===== src/rtl/serial_msg_demux.sv =====
// serial_msg_demux: decodes framed messages on a 1-bit serial line
// (start 0, address, length, payload MSB first, optional parity) and
// routes each payload to one of NCH parallel channel registers.
// Optional feature: define PARITY_EN to add the even-parity check bit
// and the ERROR path; without it err is tied low.

// One channel register: loads on we, pulses vld for one cycle per load.
module serial_msg_demux_chreg #(
  parameter int DW = 8
) (
  input  logic          clk,
  input  logic          rst,
  input  logic          we,
  input  logic [DW-1:0] d,
  output logic [DW-1:0] q,
  output logic          vld
);
  // channel value holds until its own commit; vld mirrors the write strobe
  always_ff @(posedge clk) begin
    if (rst) begin
      q   <= '0;
      vld <= 1'b0;
    end else begin
      vld <= we;
      if (we) q <= d;
    end
  end
endmodule

module serial_msg_demux #(
  parameter int NCH = 4,
  parameter int DW  = 8,
  parameter int LW  = 4
) (
  input  logic                     clk,
  input  logic                     rst,
  input  logic                     serIn,
  output logic [NCH*DW-1:0]        ch_out,
  output logic [NCH-1:0]           ch_valid,
  output logic                     done,
  output logic                     busy,
  output logic [$clog2(NCH)-1:0]   cur_ch,
  output logic                     err
);
  localparam int CHW = $clog2(NCH);
  localparam int CW  = (LW > CHW) ? LW : CHW;

  typedef enum logic [2:0] {
    S_IDLE, S_ADDR, S_LEN, S_DATA, S_PAR, S_COMMIT, S_ERROR
  } state_t;

`ifdef PARITY_EN
  localparam state_t S_TAIL = S_PAR;
`else
  localparam state_t S_TAIL = S_COMMIT;
`endif

  state_t            state;
  logic [CW-1:0]     cnt;
  logic [LW-1:0]     len;
  logic [DW-1:0]     staging;

  logic [DW:0]       stg_sh;
  logic [LW:0]       len_sh;
  logic [CHW:0]      ch_sh;
  logic [DW-1:0]     stg_nxt;
  logic [LW-1:0]     len_nxt;
  logic [CHW-1:0]    ch_nxt;
  logic              last_addr, last_len, last_data;
  logic              frame_end;
  logic              commit_now;
  logic              error_now;
  logic [NCH-1:0]    wr_en;
  logic [DW-1:0]     wr_data;
  logic [NCH-1:0][DW-1:0] ch_q;

  // next-value shifts and end-of-field decodes for the bit sampled this edge
  always_comb begin
    stg_sh    = {staging, serIn};
    len_sh    = {len, serIn};
    ch_sh     = {cur_ch, serIn};
    stg_nxt   = stg_sh[DW-1:0];
    len_nxt   = len_sh[LW-1:0];
    ch_nxt    = ch_sh[CHW-1:0];
    last_addr = (cnt == CW'(CHW - 1));
    last_len  = (cnt == CW'(LW - 1));
    last_data = (cnt == (CW'(len) - CW'(1)));
    frame_end = ((state == S_LEN) && last_len && (len_nxt == '0)) ||
                ((state == S_DATA) && last_data);
  end

`ifdef PARITY_EN
  logic par;
  logic err_q;

  // running XOR over address, length and data bits of the current frame
  always_ff @(posedge clk) begin
    if (rst)
      par <= 1'b0;
    else if (state == S_IDLE)
      par <= 1'b0;
    else if ((state == S_ADDR) || (state == S_LEN) || (state == S_DATA))
      par <= par ^ serIn;
  end

  // parity bit must equal the accumulated XOR for the frame to commit
  always_comb begin
    commit_now = (state == S_PAR) && (serIn == par);
    error_now  = (state == S_PAR) && (serIn != par);
  end

  // err pulses in the cycle after a bad parity bit
  always_ff @(posedge clk) begin
    if (rst) err_q <= 1'b0;
    else     err_q <= error_now;
  end
  assign err = err_q;
`else
  // without parity a frame commits as soon as its last payload bit arrives
  always_comb begin
    commit_now = frame_end;
    error_now  = 1'b0;
  end
  assign err = 1'b0;
`endif

  // write strobe and data for the addressed channel; the DATA-state
  // commit folds in the bit being sampled so latency is one cycle
  always_comb begin
    wr_data = (state == S_DATA) ? stg_nxt : staging;
    wr_en   = '0;
    if (commit_now) wr_en[cur_ch] = 1'b1;
  end

  // frame FSM: address/length/data shifting and the 1-cycle end states
  always_ff @(posedge clk) begin
    if (rst) begin
      state   <= S_IDLE;
      cnt     <= '0;
      len     <= '0;
      staging <= '0;
      cur_ch  <= '0;
      done    <= 1'b0;
    end else begin
      done <= commit_now | error_now;
      case (state)
        S_IDLE: begin
          if (!serIn) begin
            state   <= S_ADDR;
            staging <= '0;
            cnt     <= '0;
            len     <= '0;
          end
        end
        S_ADDR: begin
          cur_ch <= ch_nxt;
          if (last_addr) begin
            cnt   <= '0;
            state <= S_LEN;
          end else begin
            cnt <= cnt + CW'(1);
          end
        end
        S_LEN: begin
          len <= len_nxt;
          if (last_len) begin
            cnt   <= '0;
            state <= (len_nxt == '0) ? S_TAIL : S_DATA;
          end else begin
            cnt <= cnt + CW'(1);
          end
        end
        S_DATA: begin
          staging <= stg_nxt;
          cnt     <= cnt + CW'(1);
          if (last_data) state <= S_TAIL;
        end
        S_PAR:    state <= commit_now ? S_COMMIT : S_ERROR;
        S_COMMIT: state <= S_IDLE;
        S_ERROR:  state <= S_IDLE;
        default:  state <= S_IDLE;
      endcase
    end
  end

  assign busy = (state != S_IDLE);

  serial_msg_demux_chreg #(.DW(DW)) u_ch [NCH-1:0] (
    .clk (clk),
    .rst (rst),
    .we  (wr_en),
    .d   (wr_data),
    .q   (ch_q),
    .vld (ch_valid)
  );

  assign ch_out = ch_q;
endmodule


===== config.mk =====
export PLATFORM = sky130hd
export DESIGN_NAME = serial_msg_demux
export DESIGN_NICKNAME = d
export VERILOG_FILES = /design/src/rtl/serial_msg_demux.sv
export SDC_FILE = /design/constraint.sdc
export NUM_CORES = 1
export LEC_CHECK = 0
export BUFFER_PORTS_ARGS = -buffer_cell sky130_fd_sc_hd__buf_2
export CORE_UTILIZATION = 43
export CTS_BUF_LIST = sky130_fd_sc_hd__clkbuf_16
export CTS_CLUSTER_DIAMETER = 40
export DETAILED_ROUTE_END_ITERATION = 8
export PLACE_DENSITY = 0.6
export SYNTH_ARGS = -nofsm -noshare
export SYNTH_HDL_FRONTEND = slang
export SYNTH_HIERARCHICAL = 1
export SYNTH_SLANG_ARGS = --single-unit

===== constraint.sdc =====
create_clock -name clk -period 2.7 [get_ports clk]
set_input_delay 0.135 -clock clk [delete_from_list [all_inputs] [get_ports clk]]
set_output_delay 0.135 -clock clk [all_outputs]
set_load 0.02 [all_outputs]

==> impl_results.rst, run 1 <==
.. list-table::
   :header-rows: 1

   * - Metric
     - Value
   * - Clock tree from TritonCTS
     - yes
   * - Clock root buffer
     - clkbuf_16
   * - Pwr per Cell Area
     - 844 nW/um^2
   * - Effective utilization at floorplan
     - 0.448
   * - Final worst clock skew
     - 0.00635 ns
   * - Iteration-0 DRC Markers
     - 85
   * - Vias
     - a little under 2000
   * - Global-route wire length before repair
     - around 8900 um
   * - Antenna viol nets, final
     - 0
   * - Clock share of power
     - 0.458
   * - Number of max-cap violations
     - 0
   * - Final Max Tran Viols
     - 0
   * - Sinks on Clock Net
     - 58
   * - Final Hold Vio Count
     - 0
   * - Slowest stage cell on the critical path
     - dfxtp_1
   * - Crit Reg-Reg Endpoint
     - u_ch[2]/q[0]
   * - Result of the run
     - complete, no violations
   * - Ordered cell list for the critical path
     - ha_1 -> or3b_1 -> nor3b_1 -> o21ai_0 -> nor3b_2 -> buf_4 -> mux2i_1 -> nor2_1
   * - Via-to-Cell Ratio
     - 4.97
   * - Share of the clock period used by the worst path after layout
     - 0.861
   * - Worst-case headroom to the max-slew limit
     - 0.555
   * - Reg2reg setup slack
     - ~0.37 ns
   * - Number of buffer cells added on primary ports
     - 42
   * - Net count after synthesis
     - around 280
   * - Cell leakage power
     - 1.27 nW
   * - Cells on worst reg2reg path
     - 8
   * - Die footprint
     - ~6100 sq um
   * - Data required, critical path
     - approximately 2.9 ns
   * - Number of flops mapped to enable cells by yosys
     - 0
   * - Maximum number of pins on one net before global-route repair
     - 35
   * - Gate family responsible for the most delay along the worst path
     - simple AND/OR/NAND/NOR gates
   * - Number of global-route vias before repair
     - approximately 1700
   * - Netlist area before placement
     - about 2500 sq um
   * - Final weighted congestion in routability-driven placement
     - around 0.73
   * - Setup TNS Final
     - 0 ns
   * - Delay contributed by the slowest stage of the critical path
     - 0.45 ns
   * - Worst hold start
     - serIn
   * - CP Max Fanout
     - 9
   * - Initial antenna violation count
     - 0
   * - Clock latency reported for the late side of the worst-skew pair
     - 0.32 ns
   * - Largest cells by area after synthesis
     - dfxtp_1 47%, mux2i_1 14%, nor2_1 7.0%
   * - RSZ-0062 raised after global routing
     - false
   * - Crit path buf inv count
     - 1
   * - Site Rows
     - 27
   * - Leading area contributor after synthesis
     - dfxtp_1
   * - Maximum ir drop on the vdd rail
     - roughly 490 uV
   * - R2R Path Start
     - cnt[0]
   * - Total Wirelength
     - 5370 um
   * - Overall routing resource usage
     - 0.198
   * - Register share of total power
     - 0.378
   * - Count of nets after finishing
     - 317
   * - Total gr overflow
     - 0
   * - Synth-to-layout area growth
     - 21.9%
   * - Number of H-tree branching levels
     - 3
   * - Worst-path clk slew
     - 0.05 ns
   * - Hold slack final
     - between 0.15 and 0.2 ns
   * - Fmax
     - ~0.43 GHz
   * - Path category of the worst min-delay check
     - input port to flop
   * - Number of diodes added for antenna fixing
     - 0
   * - Overall die height
     - slightly below 80 um
   * - Slew @ Worst Pin
     - about 0.66 ns
   * - Die width
     - about 78 um
   * - Hold Crit Depth
     - 3
   * - Share of final-layout standard cells stronger than drive strength 1
     - 0.215
   * - Worst Setup End Kind
     - flop
   * - Detailed Routing Iterations Pass 1
     - 4
   * - Most common library cell in the layout ignoring fill and taps
     - dfxtp_1
   * - Tmin final
     - between 2 and 2.5 ns
   * - Count of warnings emitted by yosys
     - 6
   * - Power spent charging and discharging nets
     - 0.695 mW
   * - Sw frac
     - 0.273
   * - Cells after synthesis
     - 270
   * - Kind of critical path
     - flop to flop
   * - DRC violation count after routing
     - 0
   * - CTS Buf Count
     - 9
   * - Clock Path Buffers
     - 2
   * - DP HPWL
     - approximately 3500 um
   * - CP Launch Type
     - flop
   * - Endpoints failing setup
     - 0
   * - Overall power
     - 2.55 mW
   * - Top library cells by usage in the layout, fill and taps aside
     - 58 x dfxtp_1, 46 x nor2_1, 42 x buf_2
   * - Top-area cell type share of the netlist area
     - 0.468
   * - Sequential cell area fraction in the yosys report
     - 0.468
   * - Post-CTS repair timing setup buffer count
     - 0
   * - Distinct cells, synth
     - 40
   * - Data arrival time of the critical path
     - 2.52 ns
   * - Primary flip-flop cell chosen by synthesis mapping
     - dfxtp_1
   * - Part of the power in combinational logic
     - 0.164
   * - Post-cts hold buffer count
     - 0
   * - Area of the core
     - 5540 sq um
   * - Post-synthesis area per instance
     - just over 9 sq um
   * - Flops & latches, synth
     - 58
   * - Share of async-settable or async-resettable flops after synthesis
     - 0
   * - Cell Int Power
     - between 1.5 and 2 mW
   * - CTS resizes
     - 0
   * - Final routed wire length divided by cell count
     - roughly 14 um
   * - Worst-case hold path end point
     - cur_ch[0]
   * - Top-Level Pins
     - between 40 and 50
-- cell type report --
cell class | count | area (sq um)
timing repair buffer | 48 | 255
tap | 72 | 90.1
fill | 504 | 2520
clock buffer | 9 | 225
clock inverter | 7 | 85.1
inverter | 5 | 18.8
multi-input combinational | 189 | 1190
sequential | 58 | 1160
-- worst reg2reg max path: cells and delay by family, from the launching register on --
kind / cells / cell delay, ns
simple gates: 4 / 0.86
flops: 1 / 0.45
compound gates: 1 / 0.25
mux: 1 / 0.23
fa+ha+maj: 1 / 0.21
buf+inv: 1 / 0.21
-- power groups by stage --
| stage | logic, mW | registers, mW | clock network (mW) |
|---|---|---|---|
| after floorplan | 0.367 | 0.939 | 0 |
| after global placement | 0.414 | 0.981 | 0 |
| after detailed placement | 0.412 | 0.980 | 0 |
| after CTS | 0.420 | 0.963 | 1.19 |
| after global routing | 0.465 | 0.973 | 1.23 |
| final | 0.419 | 0.964 | 1.17 |
-- synthesized netlist by cell type, types with 2 or more instances --
cell      instances
nand2_1          37
a311oi_1          2
nor4_1            2
clkbuf_2          4
and2_1            2
inv_1             5
nor2_1           46
o21a_1            2
o21ai_0           4
xnor2_1           2
nor3b_1           3
mux2i_1          35
nor2b_1           8
nand2b_1          5
nor3_1            6
dfxtp_1          58
xor2_1            2
a31oi_1           2
or3b_1            2
ha_1              3
buf_2             2
buf_6             5
clkbuf_1          6
a21oi_1          10
a211oi_1          2
-- registers in the layout, indices dropped and copies added, names as in the netlist --
signal and cells:
u_ch/q 32, done 1, cur_ch 2, len 4, cnt 4, staging 8, u_ch/vld 4, state 3
-- per-layer routing --
layer,part of all wire,vias up,GRT usage
li1,-,985,-
met1,0.51,890,0.274
met2,0.43,45,0.281
met3,0.044,8,0.0482
met4,0.018,0,0.111
met5,0,-,0
-- cell families after synthesis --
family,after synthesis,synth area share
adders and majority gates,3,0.0151
other,1,0.00151
muxes,37,0.152
and+or+nand+nor,114,0.206
xor gates and xnor gates,5,0.0232
DFF,58,0.468
AOI/OAI and AO/OA,29,0.0792
buffers and inverters,23,0.0545
-- worst max-delay path by stage --
stage | from | end | slack [ns] | cells past startpoint
after floorplan | cnt[0] | u_ch[2]/q[0] | 0.62 | 8
after global placement | cnt[0] | u_ch[2]/q[4] | 0.44 | 8
after detailed placement | cnt[0] | u_ch[1]/q[0] | 0.36 | 8
after CTS | cnt[0] | u_ch[1]/q[0] | 0.35 | 8
after global routing | len[1] | u_ch[1]/q[4] | 0.06 | 10
final | cnt[0] | u_ch[2]/q[0] | 0.37 | 8
-- stage by stage --
step | utilization | worst slack, ns | instances | instance area [sq um]
floorplan | - | 0.616 | 270 | 2480
global placement | 0.490 | 0.444 | 372 | 2710
detailed placement | 0.490 | 0.357 | 372 | 2710
CTS | 0.546 | 0.352 | 388 | 3020
global route | 0.546 | 0.0612 | 388 | 3020
finish | 0.546 | 0.375 | 388 | 3020
(Power assumes the default switching activity.)
==> run 2, diff against run 1 <==
--- a/config.mk
+++ b/config.mk
@@ -10,6 +10,7 @@
 export CTS_BUF_LIST = sky130_fd_sc_hd__clkbuf_16
 export CTS_CLUSTER_DIAMETER = 40
 export DETAILED_ROUTE_END_ITERATION = 8
+export GPL_TIMING_DRIVEN = 0
 export PLACE_DENSITY = 0.6
 export SYNTH_ARGS = -nofsm -noshare
 export SYNTH_HDL_FRONTEND = slang
==> run 2 against run 1 <==
Clock-buffer cell count stayed put. Via count is 2.1% higher. Non-clock buffer count is 11 higher. Sequential cell count stayed put. Power is 7.8% higher. Critical path type unchanged.
==> impl_results.rst, run 2 (synthesized netlist as in run 1, its figures left out) <==
.. list-table::
   :header-rows: 1

   * - Metric
     - Value
   * - Result of the run
     - complete, no violations
   * - Final routed wire length divided by cell count
     - between 10 and 15 um
   * - Startpoint of the most critical setup path
     - len[0]
   * - Kind of critical path
     - flop to flop
   * - Instance area at placement
     - 2780 sq um
   * - DP HPWL
     - 3720 um
   * - RSZ-0062 raised after global routing
     - false
   * - Maximum number of pins on one net before global-route repair
     - 11
   * - Most common library cell in the layout ignoring fill and taps
     - dfxtp_1
   * - Clock tree from TritonCTS
     - yes
   * - Worst-case headroom to the max-slew limit
     - 0.624
   * - Detailed Routing Iterations Pass 1
     - 6
   * - Sinks on Clock Net
     - a little under 60
   * - Routed met2 length
     - about 2300 um
   * - CP Max Fanout
     - 9
   * - CTS resizes
     - 0
   * - Final weighted congestion in routability-driven placement
     - roughly 0.84
   * - Cell leakage power
     - around 1.3 nW
   * - R2R Path Start
     - len[0]
   * - Post-CTS repair timing setup buffer count
     - 0
   * - Site Rows
     - 27
   * - Setup TNS Final
     - 0 ns
   * - Maximum ir drop on the vdd rail
     - between 500 and 600 uV
   * - Overall routing resource usage
     - 0.197
   * - Effective utilization at floorplan
     - 0.448
   * - Post-route standard cell area excluding fillers
     - around 3100 sq um
   * - Fmax
     - about 0.4 GHz
   * - Number of diodes added for antenna fixing
     - 0
   * - Path category of the worst min-delay check
     - input port to flop
   * - Final worst clock skew
     - around 0.0067 ns
   * - Total gr overflow
     - 0
   * - Max reg flops
     - 32
   * - Clock root buffer
     - clkbuf_16
   * - CTS Buf Count
     - 9
   * - Share of the clock period used by the worst path after layout
     - 0.901
   * - Worst hold start
     - rst
   * - Leading registers by flop count
     - u_ch/q (32), staging (8)
   * - Hold slack final
     - approximately 0.26 ns
   * - Final Max Tran Viols
     - 0
   * - Top-Level Pins
     - 44
   * - Cell Int Power
     - between 2 and 2.5 mW
   * - Count of nets after finishing
     - ~330
   * - Area of the core
     - 5540 sq um
   * - Share of final-layout standard cells stronger than drive strength 1
     - 0.220
   * - Clock Path Buffers
     - 2
   * - Overall die height
     - just under 80 um
   * - Register share of total power
     - 0.337
   * - Tmin final
     - roughly 2.4 ns
   * - Sw frac
     - 0.253
   * - Top library cells by usage in the layout, fill and taps aside
     - 58 x dfxtp_1, 46 x nor2_1, 43 x buf_2
   * - Sum of routed wire segments on met1
     - about 2900 um
   * - Antenna viol nets, final
     - 0
   * - Synth-to-layout area growth
     - 26.3%
   * - Iteration-0 DRC Markers
     - about 120
   * - Clock latency reported for the late side of the worst-skew pair
     - roughly 0.32 ns
   * - Slew @ Worst Pin
     - 0.559 ns
   * - Pwr per Cell Area
     - roughly 880 nW/um^2
   * - Via-to-Cell Ratio
     - 4.93
   * - Worst-path clk slew
     - roughly 0.050 ns
   * - Data arrival time of the critical path
     - around 2.6 ns
   * - Final Hold Vio Count
     - 0
   * - Vias
     - ~2000
   * - Met3 WL
     - 205 um
   * - Number of H-tree branching levels
     - 3
   * - Data required, critical path
     - ~2.9 ns
   * - Post-cts hold buffer count
     - 0
   * - Number of global-route vias before repair
     - 1689
   * - Initial antenna violation count
     - 0
   * - Die footprint
     - approximately 6100 sq um
   * - Number of max-cap violations
     - 0
   * - Global-route wire length before repair
     - 8940 um
   * - DRC violation count after routing
     - 0
   * - Number of buffer cells added on primary ports
     - 41
   * - Part of the power in combinational logic
     - 0.173
   * - CP Launch Type
     - flop
   * - Die width
     - roughly 78 um
   * - Total Wirelength
     - between 5000 and 6000 um
   * - Max Used Layer
     - met4
   * - Worst Setup End Kind
     - flop
   * - Clock share of power
     - 0.490
   * - Power spent charging and discharging nets
     - 0.697 mW
   * - Largest reg by FF count
     - u_ch/q
   * - Endpoints failing setup
     - 0
## run 2: cell types whose count changed in the layout (fill, tap and decap cells not counted)
| cell | delta |
|---|---|
| clkinvlp_4 | -1 |
| bufinv_16 | +2 |
| buf_6 | +5 |
| buf_4 | -5 |
| nor3b_1 | +1 |
| nor3b_2 | -1 |
| clkbuf_1 | +6 |
| buf_2 | +1 |
| clkinv_2 | -1 |
| clkbuf_2 | +4 |
## run 2: power by group through the flow
| stage | logic, mW | registers, mW | clock network, mW |
|---|---|---|---|
| after floorplan | 0.367 | 0.939 | 0 |
| after global placement | 0.475 | 0.943 | 0 |
| after detailed placement | 0.472 | 0.943 | 0 |
| after CTS | 0.476 | 0.926 | 1.38 |
| after global routing | 0.527 | 0.932 | 1.42 |
| final | 0.476 | 0.927 | 1.35 |
## run 2: worst paths after layout
kind | end | slack [ns] | cells past startpoint
setup reg to reg | u_ch[2]/q[2] | 0.27 | 10
setup / recovery | u_ch[2]/q[2] | 0.27 | 10
hold / removal | state[1] | 0.26 | 3
hold reg to reg | staging[2] | 0.47 | 2
## run 2: final cells by class
class	instances	area [sq um]
flip-flops and latches	58	1160
repair buffers	41	205
clock buffers	9	225
well taps	72	90.1
fillers	523	2410
inverters	5	18.8
multi-input cells	189	1180
plain buffers	18	116
clock inverters	7	133
## run 2: worst max-delay path, stage by stage (launching register included)
cell and delay [ns]:
dfxtp_1 0.45, inv_1 0.08, ha_1 0.30, xor2_1 0.13, nand2_1 0.08, nor3_1 0.21, o21ai_0 0.24, nor3b_1 0.35
buf_6 0.21, mux2i_1 0.21, nor2_1 0.06
## run 2: through the flow
step	power, mW	cells	util	setup slack, ns
after floorplan	1.31	270	-	0.616
after global placement	1.42	383	0.501	0.327
after detailed placement	1.42	383	0.501	0.260
after CTS	2.78	399	0.565	0.236
after global routing	2.87	399	0.565	0.00906
final	2.75	399	0.565	0.268
## run 2: layer usage
layer | vias up | global-route usage
met2 | 47 | 0.267
li1 | 1011 | -
met5 | - | 0
met4 | 0 | 0.0889
met1 | 906 | 0.293
met3 | 4 | 0.0424
